`src/rtl/intr_ctrl_pkg.sv`:
```
// Shared definitions for the intr_ctrl interrupt controller: register offsets,
// FSM state type and a lowest-set-bit helper.
package intr_ctrl_pkg;

    localparam logic [2:0] REG_ENABLE  = 3'd0;
    localparam logic [2:0] REG_PENDING = 3'd1;
    localparam logic [2:0] REG_MODE    = 3'd2;
    localparam logic [2:0] REG_ID      = 3'd3;
    localparam logic [2:0] REG_EOI     = 3'd4;

    typedef enum logic [1:0] {
        IDLE,
        ASSERT,
        SERVICE
    } intr_state_e;

    // Index 0 has the highest priority; an all-zero vector returns 0.
    function automatic logic [4:0] lowest_set(input logic [31:0] vec);
        logic [4:0] idx;
        idx = 5'd0;
        for (int i = 31; i >= 0; i--) begin
            if (vec[i]) idx = 5'(i);
        end
        return idx;
    endfunction

endpackage

```
`src/rtl/intr_sync_edge.sv`:
```
// One interrupt channel front end: SYNC_STAGES-deep synchroniser, a history
// flop, the synchronised level and a one-cycle rising-edge pulse.
module intr_sync_edge #(
    parameter int SYNC_STAGES = 2
) (
    input  logic clk_i,
    input  logic rst_ni,
    input  logic irq_i,
    output logic level_o,
    output logic rise_o
);

    logic [SYNC_STAGES-1:0] sync_q;
    logic                   hist_q;

    // NOTE: non-blocking assignments so every flop samples the pre-edge value
    // of its neighbour; blocking here would collapse the chain into one stage.
    always_ff @(posedge clk_i or negedge rst_ni) begin
        if (!rst_ni) begin
            sync_q <= '0;
            hist_q <= 1'b0;
        end else begin
            sync_q <= {sync_q[SYNC_STAGES-2:0], irq_i};
            hist_q <= sync_q[SYNC_STAGES-1];
        end
    end

    assign level_o = sync_q[SYNC_STAGES-1];
    assign rise_o  = level_o & ~hist_q;

endmodule

```
`src/rtl/intr_ctrl.sv`:
```
// Prioritised, maskable interrupt controller in front of the MCU intr/int_ack pair.
// Define INTR_NEST_EN to allow a higher-priority source to pre-empt one in service.
module intr_ctrl #(
    parameter int NUM_IRQ     = 8,
    parameter int ID_W        = $clog2(NUM_IRQ),
    parameter int SYNC_STAGES = 2
) (
    input  logic               sys_clk,
    input  logic               reset,
    input  logic [NUM_IRQ-1:0] irq_in,
    input  logic               io_cs,
    input  logic               io_rd,
    input  logic               io_wr,
    input  logic [2:0]         io_addr,
    input  logic [31:0]        io_wdata,
    output logic [31:0]        io_rdata,
    output logic               intr,
    input  logic               int_ack,
    output logic [ID_W-1:0]    irq_id
);
    import intr_ctrl_pkg::*;

    logic [NUM_IRQ-1:0] sync_lvl, sync_rise;

    for (genvar g = 0; g < NUM_IRQ; g++) begin : g_chan
        intr_sync_edge #(
            .SYNC_STAGES(SYNC_STAGES)
        ) u_sync (
            .clk_i  (sys_clk),
            .rst_ni (reset),
            .irq_i  (irq_in[g]),
            .level_o(sync_lvl[g]),
            .rise_o (sync_rise[g])
        );
    end

    intr_state_e        state_q, state_d;
    logic               intr_q, intr_d;
    logic [ID_W-1:0]    irq_id_q, irq_id_d;
    logic [NUM_IRQ-1:0] isr_q, isr_d;
    logic [NUM_IRQ-1:0] pending_q, pending_d;
    logic [NUM_IRQ-1:0] enable_q, mode_q;
    logic [31:0]        rdata_q, rdata_d;

    logic               wr_en, rd_en, eoi;
    logic [NUM_IRQ-1:0] pending_eff, req, id_onehot, ack_clr, w1c;
    logic [ID_W-1:0]    winner;
    logic               unused_wdata;

    assign wr_en = io_cs & io_wr;
    assign rd_en = io_cs & io_rd;
    assign eoi   = wr_en && (io_addr == REG_EOI);
    assign w1c   = (wr_en && (io_addr == REG_PENDING)) ? io_wdata[NUM_IRQ-1:0] : '0;
    assign unused_wdata = ^io_wdata;

    // pending_q only holds edge channels; level channels follow the synchronised input.
    assign pending_eff = (mode_q & pending_q) | (~mode_q & sync_lvl);
    assign req         = pending_eff & enable_q;
    assign winner      = ID_W'(lowest_set(32'(req)));
    assign id_onehot   = NUM_IRQ'(1) << irq_id_q;

`ifdef INTR_NEST_EN
    logic [NUM_IRQ-1:0] isr_after_eoi;
    logic [ID_W-1:0]    isr_low, isr_after_low;
    assign isr_after_eoi = isr_q & (isr_q - NUM_IRQ'(1));
    assign isr_low       = ID_W'(lowest_set(32'(isr_q)));
    assign isr_after_low = ID_W'(lowest_set(32'(isr_after_eoi)));
`endif

    // NOTE: every output of this block gets a default first, so no path can
    // leave one unassigned and infer a latch.
    always_comb begin
        state_d  = state_q;
        intr_d   = intr_q;
        irq_id_d = irq_id_q;
        isr_d    = isr_q;
        ack_clr  = '0;
        unique case (state_q)
            IDLE: begin
                if (|req) begin
                    irq_id_d = winner;
                    intr_d   = 1'b1;
                    state_d  = ASSERT;
                end
            end
            ASSERT: begin
                if (int_ack) begin
                    intr_d  = 1'b0;
                    isr_d   = isr_q | id_onehot;
                    ack_clr = id_onehot;
                    state_d = SERVICE;
                end else if (!(|(req & id_onehot))) begin
                    intr_d = 1'b0;
`ifdef INTR_NEST_EN
                    if (|isr_q) begin
                        irq_id_d = isr_low;
                        state_d  = SERVICE;
                    end else begin
                        irq_id_d = '0;
                        state_d  = IDLE;
                    end
`else
                    irq_id_d = '0;
                    state_d  = IDLE;
`endif
                end else if (winner < irq_id_q) begin
                    irq_id_d = winner;
                end
            end
            SERVICE: begin
`ifdef INTR_NEST_EN
                if (eoi) begin
                    isr_d = isr_after_eoi;
                    if (isr_after_eoi == '0) begin
                        irq_id_d = '0;
                        state_d  = IDLE;
                    end else begin
                        irq_id_d = isr_after_low;
                    end
                end else if ((|req) && (winner < isr_low)) begin
                    irq_id_d = winner;
                    intr_d   = 1'b1;
                    state_d  = ASSERT;
                end
`else
                if (eoi) begin
                    isr_d    = '0;
                    irq_id_d = '0;
                    state_d  = IDLE;
                end
`endif
            end
            default: state_d = IDLE;
        endcase
    end

    // A rise in the same cycle as a clear wins.
    assign pending_d = mode_q & (sync_rise | (pending_q & ~(w1c | ack_clr)));

    always_comb begin
        rdata_d = '0;
        case (io_addr)
            REG_ENABLE:  rdata_d = 32'(enable_q);
            REG_PENDING: rdata_d = 32'(pending_eff);
            REG_MODE:    rdata_d = 32'(mode_q);
            REG_ID: begin
                rdata_d[31]       = |isr_q;
                rdata_d[ID_W-1:0] = irq_id_q;
            end
            default:     rdata_d = '0;
        endcase
    end

    always_ff @(posedge sys_clk or negedge reset) begin
        if (!reset) begin
            state_q   <= IDLE;
            intr_q    <= 1'b0;
            irq_id_q  <= '0;
            isr_q     <= '0;
            pending_q <= '0;
            enable_q  <= '0;
            mode_q    <= '0;
            rdata_q   <= '0;
        end else begin
            state_q   <= state_d;
            intr_q    <= intr_d;
            irq_id_q  <= irq_id_d;
            isr_q     <= isr_d;
            pending_q <= pending_d;
            if (wr_en && (io_addr == REG_ENABLE)) enable_q <= io_wdata[NUM_IRQ-1:0];
            if (wr_en && (io_addr == REG_MODE))   mode_q   <= io_wdata[NUM_IRQ-1:0];
            if (rd_en)                            rdata_q  <= rdata_d;
        end
    end

    assign io_rdata = rdata_q;
    assign intr     = intr_q;
    assign irq_id   = irq_id_q;

endmodule

```
`config.mk`:
```
export PLATFORM = sky130hd
export DESIGN_NAME = intr_ctrl
export DESIGN_NICKNAME = d
export VERILOG_FILES = /design/src/rtl/intr_ctrl_pkg.sv /design/src/rtl/intr_sync_edge.sv /design/src/rtl/intr_ctrl.sv
export SDC_FILE = /design/constraint.sdc
export NUM_CORES = 1
export LEC_CHECK = 0
export ABC_AREA = 1
export CAP_MARGIN = 20
export CORE_AREA = 2 2 87 89
export CTS_CLUSTER_SIZE = 24
export DETAILED_ROUTE_END_ITERATION = 6
export DIE_AREA = 0 0 89 91
export PLACE_DENSITY_LB_ADDON = 0.25
export SLEW_MARGIN = 20
export SYNTH_ARGS = -nofsm -noshare
export SYNTH_HDL_FRONTEND = slang
export SYNTH_SLANG_ARGS = --single-unit
```
`constraint.sdc`:
```
create_clock -name sys_clk -period 1.7 [get_ports sys_clk]
set_input_delay 0.17 -clock sys_clk [delete_from_list [all_inputs] [get_ports sys_clk]]
set_output_delay 0.17 -clock sys_clk [all_outputs]
set_load 0.02 [all_outputs]
```
After elaboration in Yosys (flattened, before gate mapping) --
Index checks and enable logic that the tools add are counted.
Storage, ports and cells: input port bits 49, word-level logic and storage cells 116, latch bits 0, register bits 94, bits in writable memories 0, ROM bits 0, memories 0, output and inout bits 36
Cells by class: multipliers 0, shift operators 1, order comparisons 1, muxes and demuxes 32, eq/ne operators 12, reductions and logical operators 16, divide/modulo/power cells 0, bitwise logic cells 30, $add $sub $neg 0
Operator list (number):
- $and A8 B8 Y8 | 6
- $mux W8 | 5
- $mux W3 | 13
- $or A8 B8 Y8 | 4
- $reduce_or A8 Y1 | 3
- $not A8 Y8 | 2
- $pmux W8 S2 | 1
- $pmux W5 S3 | 1
- $pmux W3 S4 | 1
- $and A1 B1 Y1 | 10
- $pmux W3 S3 | 1
- $reduce_and A3 Y1 | 3
- $mux W2 | 4
- $ne A2 B2 Y1 const B | 4
- $not A1 Y1 | 8
- $shl A1 B3 Y8 const A | 1
- $eq A3 B2 Y1 const B | 2
- $ne A3 B3 Y1 const B | 2
- $pmux W2 S3 | 1
- $reduce_and A5 Y1 | 1
- $logic_and A1 B1 Y1 | 4
- $mux W1 | 4
- $reduce_bool A2 Y1 | 2
- $eq A3 B1 Y1 const B | 1
- other kinds (8) | 8

Longest topological paths before layout --
Gate-level depths: netlist (run 1).
depth after elaboration 17, mapped depth 18, mapped depth without buffers 18

Cells and area by module --
Synthesis (run 1) repeated with hierarchy kept, for this count alone.
Unflattened totals: cell total of the unflattened synthesis 430, area, all modules 3568.4 um^2
By module, submodules not included:
- intr_ctrl | sequential area each 1176.1 um^2, cells an instance 390, area an instance 2887.8 um^2, instances 1
- intr_sync_edge | sequential area each 75.1 um^2, cells an instance 5, area an instance 85.1 um^2, instances 8

Least setup slack after synthesis (run 1) --
OpenSTA, ideal clock, no wires.
path type reg2reg, start register irq_id_q[1] (netlist: irq_id[1]), end register state_q[1], stages on the path, launching flop included 13, arrival time 1496 ps, library setup time 124 ps, required time 1576 ps, buffers on the path 1, path slack 80 ps, clock period less this slack 1620 ps, path through dfrtp_1 -> buf_4 -> inv_2 -> nor3_1 -> nand3_1 -> nand2_1 -> nor2_1 -> nand2_1 -> nand2_2 -> nor2_2 -> nor2_1 -> nand2_1 -> o21ai_1
On the way: cells in the longest elaborated chain, start to end 5
RTL lines:
- start, declared | line intr_ctrl.sv:39 | logic [ID_W-1:0] irq_id_q, irq_id_d;
- start signal, assigned | line intr_ctrl.sv:167 | irq_id_q <= irq_id_d;
- $shl A1 B3 Y8 | line intr_ctrl.sv:60 | assign id_onehot = NUM_IRQ'(1) << irq_id_q;
- $and A8 B8 Y8 | line intr_ctrl.sv:92 | end else if (!(|(req & id_onehot))) begin
- $reduce_or A8 Y1 | line intr_ctrl.sv:92
- $ne A3 B3 Y1 (no source line)
- $reduce_and A3 Y1 (no source line)
- end signal, assigned | line intr_ctrl.sv:165 | state_q <= state_d;
- end, declared | line intr_ctrl.sv:37 | intr_state_e state_q, state_d;
Every way passes these cells. A chain may end at the register's enable or synchronous reset.

Worst setup path after layout (run 1) --
start register mode_q[7], end register irq_id_q[1] (netlist: irq_id[1])
On the way: cells in the longest elaborated chain, start to end 16, elaborated cells on any way between the ends 25, those cells by class order compare: 1; eq/ne: 2; mux: 13; bitwise: 6; reduce/logical: 3
RTL lines:
- start, declared | line intr_ctrl.sv:42 | logic [NUM_IRQ-1:0] enable_q, mode_q;
- start signal, assigned | line intr_ctrl.sv:171 | if (wr_en && (io_addr == REG_MODE)) mode_q <= io_wdata[NUM_IRQ-1:0];
- $not A8 Y8 | line intr_ctrl.sv:57 | assign pending_eff = (mode_q & pending_q) | (~mode_q & sync_lvl);
- $and A8 B8 Y8 | line intr_ctrl.sv:57
- $or A8 B8 Y8 * | line intr_ctrl.sv:57
- $and A8 B8 Y8 * | line intr_ctrl.sv:58 | assign req = pending_eff & enable_q;
- branches (longest 12 deep; another with $lt A3 B3 Y1)
Every way passes the cells marked *. The select of a mux whose other input is x is not followed.

==> run metrics, run 1 <==
fraction of the mapped netlist area in compound gates=0.112; Detailed Routing Iterations Pass 1=4; Gate Count Post-Synth=416; CTS buffer count=9; vias per std cell=4.81; multiplexer share of the synthesized area=0; antenna-violating nets left=0; share of cells above drive strength 1=0.251; placed cell count=587; area of the die=8100 um2; total number of vias=2946; status=finished, violations left; register area share after synthesis=0.516; Routed WL=7670 um; DPL Wire Length=5640 um; DR iter-0 viols=199; Clk Latency, worst-skew pair=340 ps; final setup skew=8.97 ps; period utilisation layout=1.01; largest family of logic cells by synthesized area=simple AND/OR/NAND/NOR gates; critical path arrival=1940 ps; Die H=91 um; final hold violation count=0; DRC viols=0; count of cell types in the netlist=29; Total Nets Final=562; initial antenna violation count=0; startpoint types=flip-flop; Mapped Area=3440 um2; Yosys warning count=0; max-cap viol count=0; WP data required=1940 ps; setup_tns=-8.64 ps; hold slack=264 ps; Routed WL per cell=12.5 um; # clock sinks=71; Pins Over Slew Limit=0; kind of critical path=flip-flop to flip-flop; Clock Path Buffers=2; first-pass GRT wire length=12300 um; CP endpoint kind=flip-flop; Rows=31; Post-Synth Adder-Cell Area=0.0145; XOR/XNOR Fraction of Synth Area=0; Critical Path Source=mode_q[7]; n_diodes=0; flops & latches, synth=71; Top-Level Pins=85; post-route minimum period=1710 ps; synthesis-to-layout area growth=31.5%; CORE AREA=7140 um2; vias in the first global route=2753; Placer Congestion=0.991; fmax=0.585 GHz; Port Buffers=37; RSZ-0062 raised after global routing=yes; post-synthesis simple-gate area fraction=0.232; H-tree lvl count=3; violated checks=setup timing; gr usage total=0.196; non-filler cells, final=613; cell area power density=1180 nW/um2; FF-to-FF Start=mode_q[7]; CTS tree=done; PnR worst setup slack=-8.64 ps; worst min path class=input port to flip-flop; P_leak=0.00227 uW; clk slew on worst S/H paths=80 ps; clk root buf=clkbuf_8; initial core utilization=0.482; Max VDD drop=0.607 mV; Syn Area/Cell=8.27 um2; Crit Path Max Fanout=4; gr ovfl total=0; hold path startpoint=irq_in[3]; Die W=89 um; Setup-failing EPs final=1; pin count of the biggest net entering global routing=72
-- repair_timing --
item | 4_1_cts | 5_1_grt
buffers inserted | 0 | 9
setup endpoints to repair | 9 | 11
pin swaps | 0 | 19
endpoints found under the hold margin | 71 | 0
hold buffers | 1 | 0
gates resized for setup | 6 | 41
-- layer usage --
| layer | wire, um | track usage | up-vias |
|---|---|---|---|
| met1 | 3430 | 0.261 | 1376 |
| met4 | 159 | 0.0746 | 0 |
| met3 | 425 | 0.0409 | 20 |
| li1 | - | - | 1459 |
| met5 | 0 | 0 | - |
| met2 | 3660 | 0.314 | 91 |
-- worst max-delay path, cell delays in order, from the launching register on --
cell and delay [ps]:
dfrtp_1 430, inv_2 70, nand2_1 60, nand2_2 60, inv_1 60, nand2_2 80, nand2_1 60, nand2_1 100
nand2_2 80, nand2_2 70, nand2_1 50, nand2_1 50, nor2_1 40, nand2_1 60, nand2_1 60, nand2_2 100
nand2_2 70, nand2_1 70, nand2_1 40
-- worst paths after layout --
| kind | to | cells after the start | slack, ps |
|---|---|---|---|
| setup / recovery | irq_id[1] | 18 | -9 |
| hold / removal | g_chan[3].u_sync.sync_q[0] | 1 | 260 |
| setup reg to reg | irq_id[1] | 18 | -9 |
| hold reg to reg | g_chan[4].u_sync.sync_q[1] | 0 | 340 |
| max in group asynchronous | irq_id[2] | 3 | 1020 |
| min in group asynchronous | g_chan[4].u_sync.sync_q[1] | 3 | 370 |
-- stage by stage --
stage / cell area (um2) / total power (uW) / setup WS (ps) / utilization
3_3_place_gp: 4130 / 3860 / 2.54 / 0.579
2_1_floorplan: 3520 / 3240 / 80.0 / -
3_5_place_dp: 4130 / 3910 / -53.6 / 0.579
4_1_cts: 4340 / 5160 / 2.47 / 0.608
6_report: 4530 / 5360 / -8.64 / 0.634
5_1_grt: 4530 / 5720 / -227 / 0.634
-- cell usage in the layout, fill, tap and decap left out, drive strengths merged --
cell           count
ha                 4
nand3             19
a2bb2oi            2
dlygate4sd2        1
clkinvlp           4
o31ai              1
nand3b             1
o211ai             2
nor2              25
buf               51
nand2            121
a32oi              1
clkdlybuf4s50     33
clkinv             2
dlymetal6s2s       2
inv               60
conb              23
dfrtp             71
o21a               3
nand4              3
clkbuf            10
a221oi             5
or2                5
nor3              10
nor4               1
o21ai             36
a21oi             17
dlygate4sd3        1
-- power by group --
| part | total, uW | internal, uW | switching, uW |
|---|---|---|---|
| Sequential | 2190 | 1970 | 218 |
| Combinational | 1940 | 858 | 1080 |
| Clock | 1230 | 573 | 658 |
-- synth_stat cells --
cell	count	area [um2]
o21ai_2	1	8.76
nor2_2	3	18.8
buf_6	1	11.3
nor3_2	4	40.0
o31ai_1	1	7.51
nand2_1	115	432
conb_1	1	3.75
o21a_1	3	22.5
nand2_2	6	37.5
nand4_1	3	18.8
o21ai_1	5	25.0
nor2_1	22	82.6
nand3b_1	1	7.51
nor3_1	6	30.0
ha_1	4	50.1
a221oi_1	5	43.8
nand3_1	19	95.1
o211ai_1	2	15.0
o21ai_0	30	150
a2bb2oi_1	2	17.5
or2_2	5	31.3
buf_4	24	180
nor4_1	1	6.26
a32oi_1	1	8.76
clkbuf_1	3	11.3
inv_2	4	15.0
inv_1	56	210
a21oi_1	17	85.1
dfrtp_1	71	1780
-- sequential cells by signal, indices dropped and copies added (netlist names) --
signal	count
enable_q	8
mode_q	8
state_q	2
irq_id	3
intr	1
isr_q	8
pending_q	8
g_chan.u_sync.hist_q	8
g_chan.u_sync.sync_q	16
io_rdata	9
-- kinds of logic after synthesis --
family / Yosys count
adder cells (fa/ha/maj): 4
other: 1
flip-flops: 71
buffers and inverters: 88
AO/OA/AOI/OAI: 67
AND/OR/NAND/NOR: 185
-- area by class of cell --
type / instances / area, um2
clock buffer: 10 / 138
inverter: 60 / 229
sequential: 71 / 1780
multi-input combinational: 279 / 1440
tap: 99 / 124
fill: 589 / 2610
clock inverter: 6 / 45.0
timing repair buffer: 88 / 767
Note: power is estimated with default switching activity, not from simulation.
==> run 2: changes to the inputs <==
--- a/config.mk
+++ b/config.mk
@@ -7,10 +7,10 @@
 export LEC_CHECK = 0
 export ABC_AREA = 1
 export CAP_MARGIN = 20
-export CORE_AREA = 2 2 87 89
+export CORE_AREA = 2 2 84 86
 export CTS_CLUSTER_SIZE = 24
 export DETAILED_ROUTE_END_ITERATION = 6
-export DIE_AREA = 0 0 89 91
+export DIE_AREA = 0 0 86 88
 export PLACE_DENSITY_LB_ADDON = 0.25
 export SLEW_MARGIN = 20
 export SYNTH_ARGS = -nofsm -noshare
==> constraint.sdc (replaced) <==
create_clock -name sys_clk -period 2.2 [get_ports sys_clk]
set_input_delay 0.22 -clock sys_clk [delete_from_list [all_inputs] [get_ports sys_clk]]
set_output_delay 0.22 -clock sys_clk [all_outputs]
set_load 0.02 [all_outputs]
==> run 2 against run 1 <==
Net effect: sequential share of layout area up 4.5 points; critical path type unchanged; via count down 7.0%; cell count down 9.8%; register-to-register slack better by 360 ps; wire length down 3.4%; the run now ends clean; clock skew down 1.7 ps; first-iteration DRC count up 27%; flip-flop and latch count unchanged.
==> run metrics, run 2 (synthesis gave the netlist of run 1 again) <==
status=complete, no violations; Crit Path Max Fanout=4; wire length on met3=462 um; worst min path class=input port to flip-flop; final hold violation count=0; Setup-failing EPs final=0; DR iter-0 viols=252; clk root buf=clkbuf_8; clk slew on worst S/H paths=70 ps; Critical Path Source=mode_q[7]; Max VDD drop=0.623 mV; FF-to-FF Start=mode_q[7]; Largest Register=g_chan.u_sync.sync_q; Hold-fix buffers, CTS=1; # fillers=621; initial antenna violation count=0; total number of vias=2740; period utilisation layout=0.839; CTS tree=done; Top Metal Used=met4; n_diodes=0; kind of critical path=flip-flop to flip-flop; Die W=86 um; P_leak=0.00203 uW; Pins Over Slew Limit=0; Reg area=1780 um2; CP endpoint kind=flip-flop; gr ovfl total=0; RR Endpoint=irq_id[1]; Max transition margin=0.606; Detailed Routing Iterations Pass 1=4; area of the multi-input gates=1320 um2; pin count of the biggest net entering global routing=27; vias per std cell=4.95; most common cell after layout, fill and taps aside=nand2_1; critical path arrival=2090 ps; Post-Route M1 WL=3350 um; initial core utilization=0.518; WP data required=2440 ps; Combinational Power Share=0.306; gr usage total=0.218; post-route minimum period=1850 ps; setup_tns=0 ps; # clock sinks=71; fmax=0.542 GHz; post-CTS setup buffers=0; worst slew pin tran=586 ps; first-pass GRT wire length=12500 um; cell count of the worst hold path=1; metal2 WL=3480 um; cell internal pwr=2420 uW; commonest non-fill, non-tap cells in the layout=nand2_1, dfrtp_1, inv_1; Setup crit end=irq_id[1]; final setup skew=7.23 ps; Routed WL per cell=13.4 um; R2R depth=16; antenna-violating nets left=0; Clock Path Buffers=2; max reg flops=16; post-CTS sizing=0; clock share of power=0.244; area of the die=7570 um2; Clk Latency, worst-skew pair=350 ps; vias in the first global route=2632; reg2reg setup slack=350 ps; RSZ-0062 raised after global routing=no; Top-Level Pins=85; CTS buffer count=9; share of cells above drive strength 1=0.104; Port Buffers=37; Psw=1360 uW; CORE AREA=6640 um2; DPL Wire Length=5770 um; placed cell count=538; Seq pwr share=0.450; Total Nets Final=523; Routed WL=7410 um; synthesis-to-layout area growth=17.7%; DRC viols=0; Placer Congestion=0.955; Die H=88 um; Sw Share=0.359; cell area power density=931 nW/um2; startpoint types=flip-flop; non-filler cells, final=553; max-cap viol count=0; H-tree lvl count=3; Rows=30
-- run 2: changes by cell type in the layout (fill, tap and decap cells not counted), moves of 6 or more --
cell / before / now
inv_2: 11 / 4
nand3_1: 13 / 19
buf_4: 49 / 11
nand2_2: 20 / 6
inv_1: 48 / 56
nand2_1: 101 / 115
-- run 2: worst max-delay path, cell delays in order, from the launching register on --
cell     delay [ps]
dfrtp_1         430
inv_1            90
nand2_1          60
nand2_1          90
inv_1            60
nand2_1          80
nand3_1         150
nand2_1         120
nand2_1          50
nand2_1          90
nor2_1           50
nor2_1           90
nand2_1          80
nand2_2          90
nand2_1          90
nand2_1          70
nand2_1          50
-- run 2: routing by layer --
| metal | vias to the layer above | GRT usage |
|---|---|---|
| li1 | 1379 | - |
| met1 | 1260 | 0.286 |
| met2 | 89 | 0.350 |
| met3 | 12 | 0.0528 |
| met4 | 0 | 0.0895 |
| met5 | - | 0 |
-- run 2: worst min-delay path by stage --
stage               slack (ps)  startpoint                         end
global placement           230       reset  g_chan[6].u_sync.sync_q[0]
detailed placement         240       reset  g_chan[6].u_sync.sync_q[0]
finish                     300   irq_in[7]  g_chan[7].u_sync.sync_q[0]
CTS                        290   irq_in[6]  g_chan[6].u_sync.sync_q[0]
floorplan                  -80       reset                 enable_q[0]
global route               300   irq_in[3]  g_chan[3].u_sync.sync_q[0]
-- run 2: stage by stage --
| step | setup WS (ps) | hold WS, ps | total power (uW) | util | cell area, um2 |
|---|---|---|---|---|---|
| 2_1_floorplan | 580 | -75.6 | 2500 | - | 3520 |
| 6_report | 354 | 304 | 3770 | 0.610 | 4050 |
| 5_1_grt | 116 | 300 | 4040 | 0.610 | 4050 |
| 4_1_cts | 376 | 294 | 3800 | 0.610 | 4050 |
| 3_5_place_dp | 249 | 244 | 2870 | 0.582 | 3870 |
| 3_3_place_gp | 320 | 233 | 2820 | 0.582 | 3870 |
-- run 2: area by class of cell --
class / instances / share of cell area
Clock buffer: 11 / 0.0374
Clock inverter: 3 / 0.00494
Inverter: 60 / 0.0556
Multi-Input combinational cell: 279 / 0.326
Sequential cell: 71 / 0.439
Tap cell: 80 / 0.0247
Timing Repair Buffer: 49 / 0.113
-- run 2: power groups by stage --
| stage | Clock [uW] | Sequential [uW] | Combinational [uW] |
|---|---|---|---|
| after global placement | 0 | 1710 | 1120 |
| after detailed placement | 0 | 1720 | 1150 |
| final | 921 | 1700 | 1150 |
| after CTS | 942 | 1700 | 1160 |
| after floorplan | 0 | 1710 | 790 |
| after global routing | 993 | 1730 | 1310 |
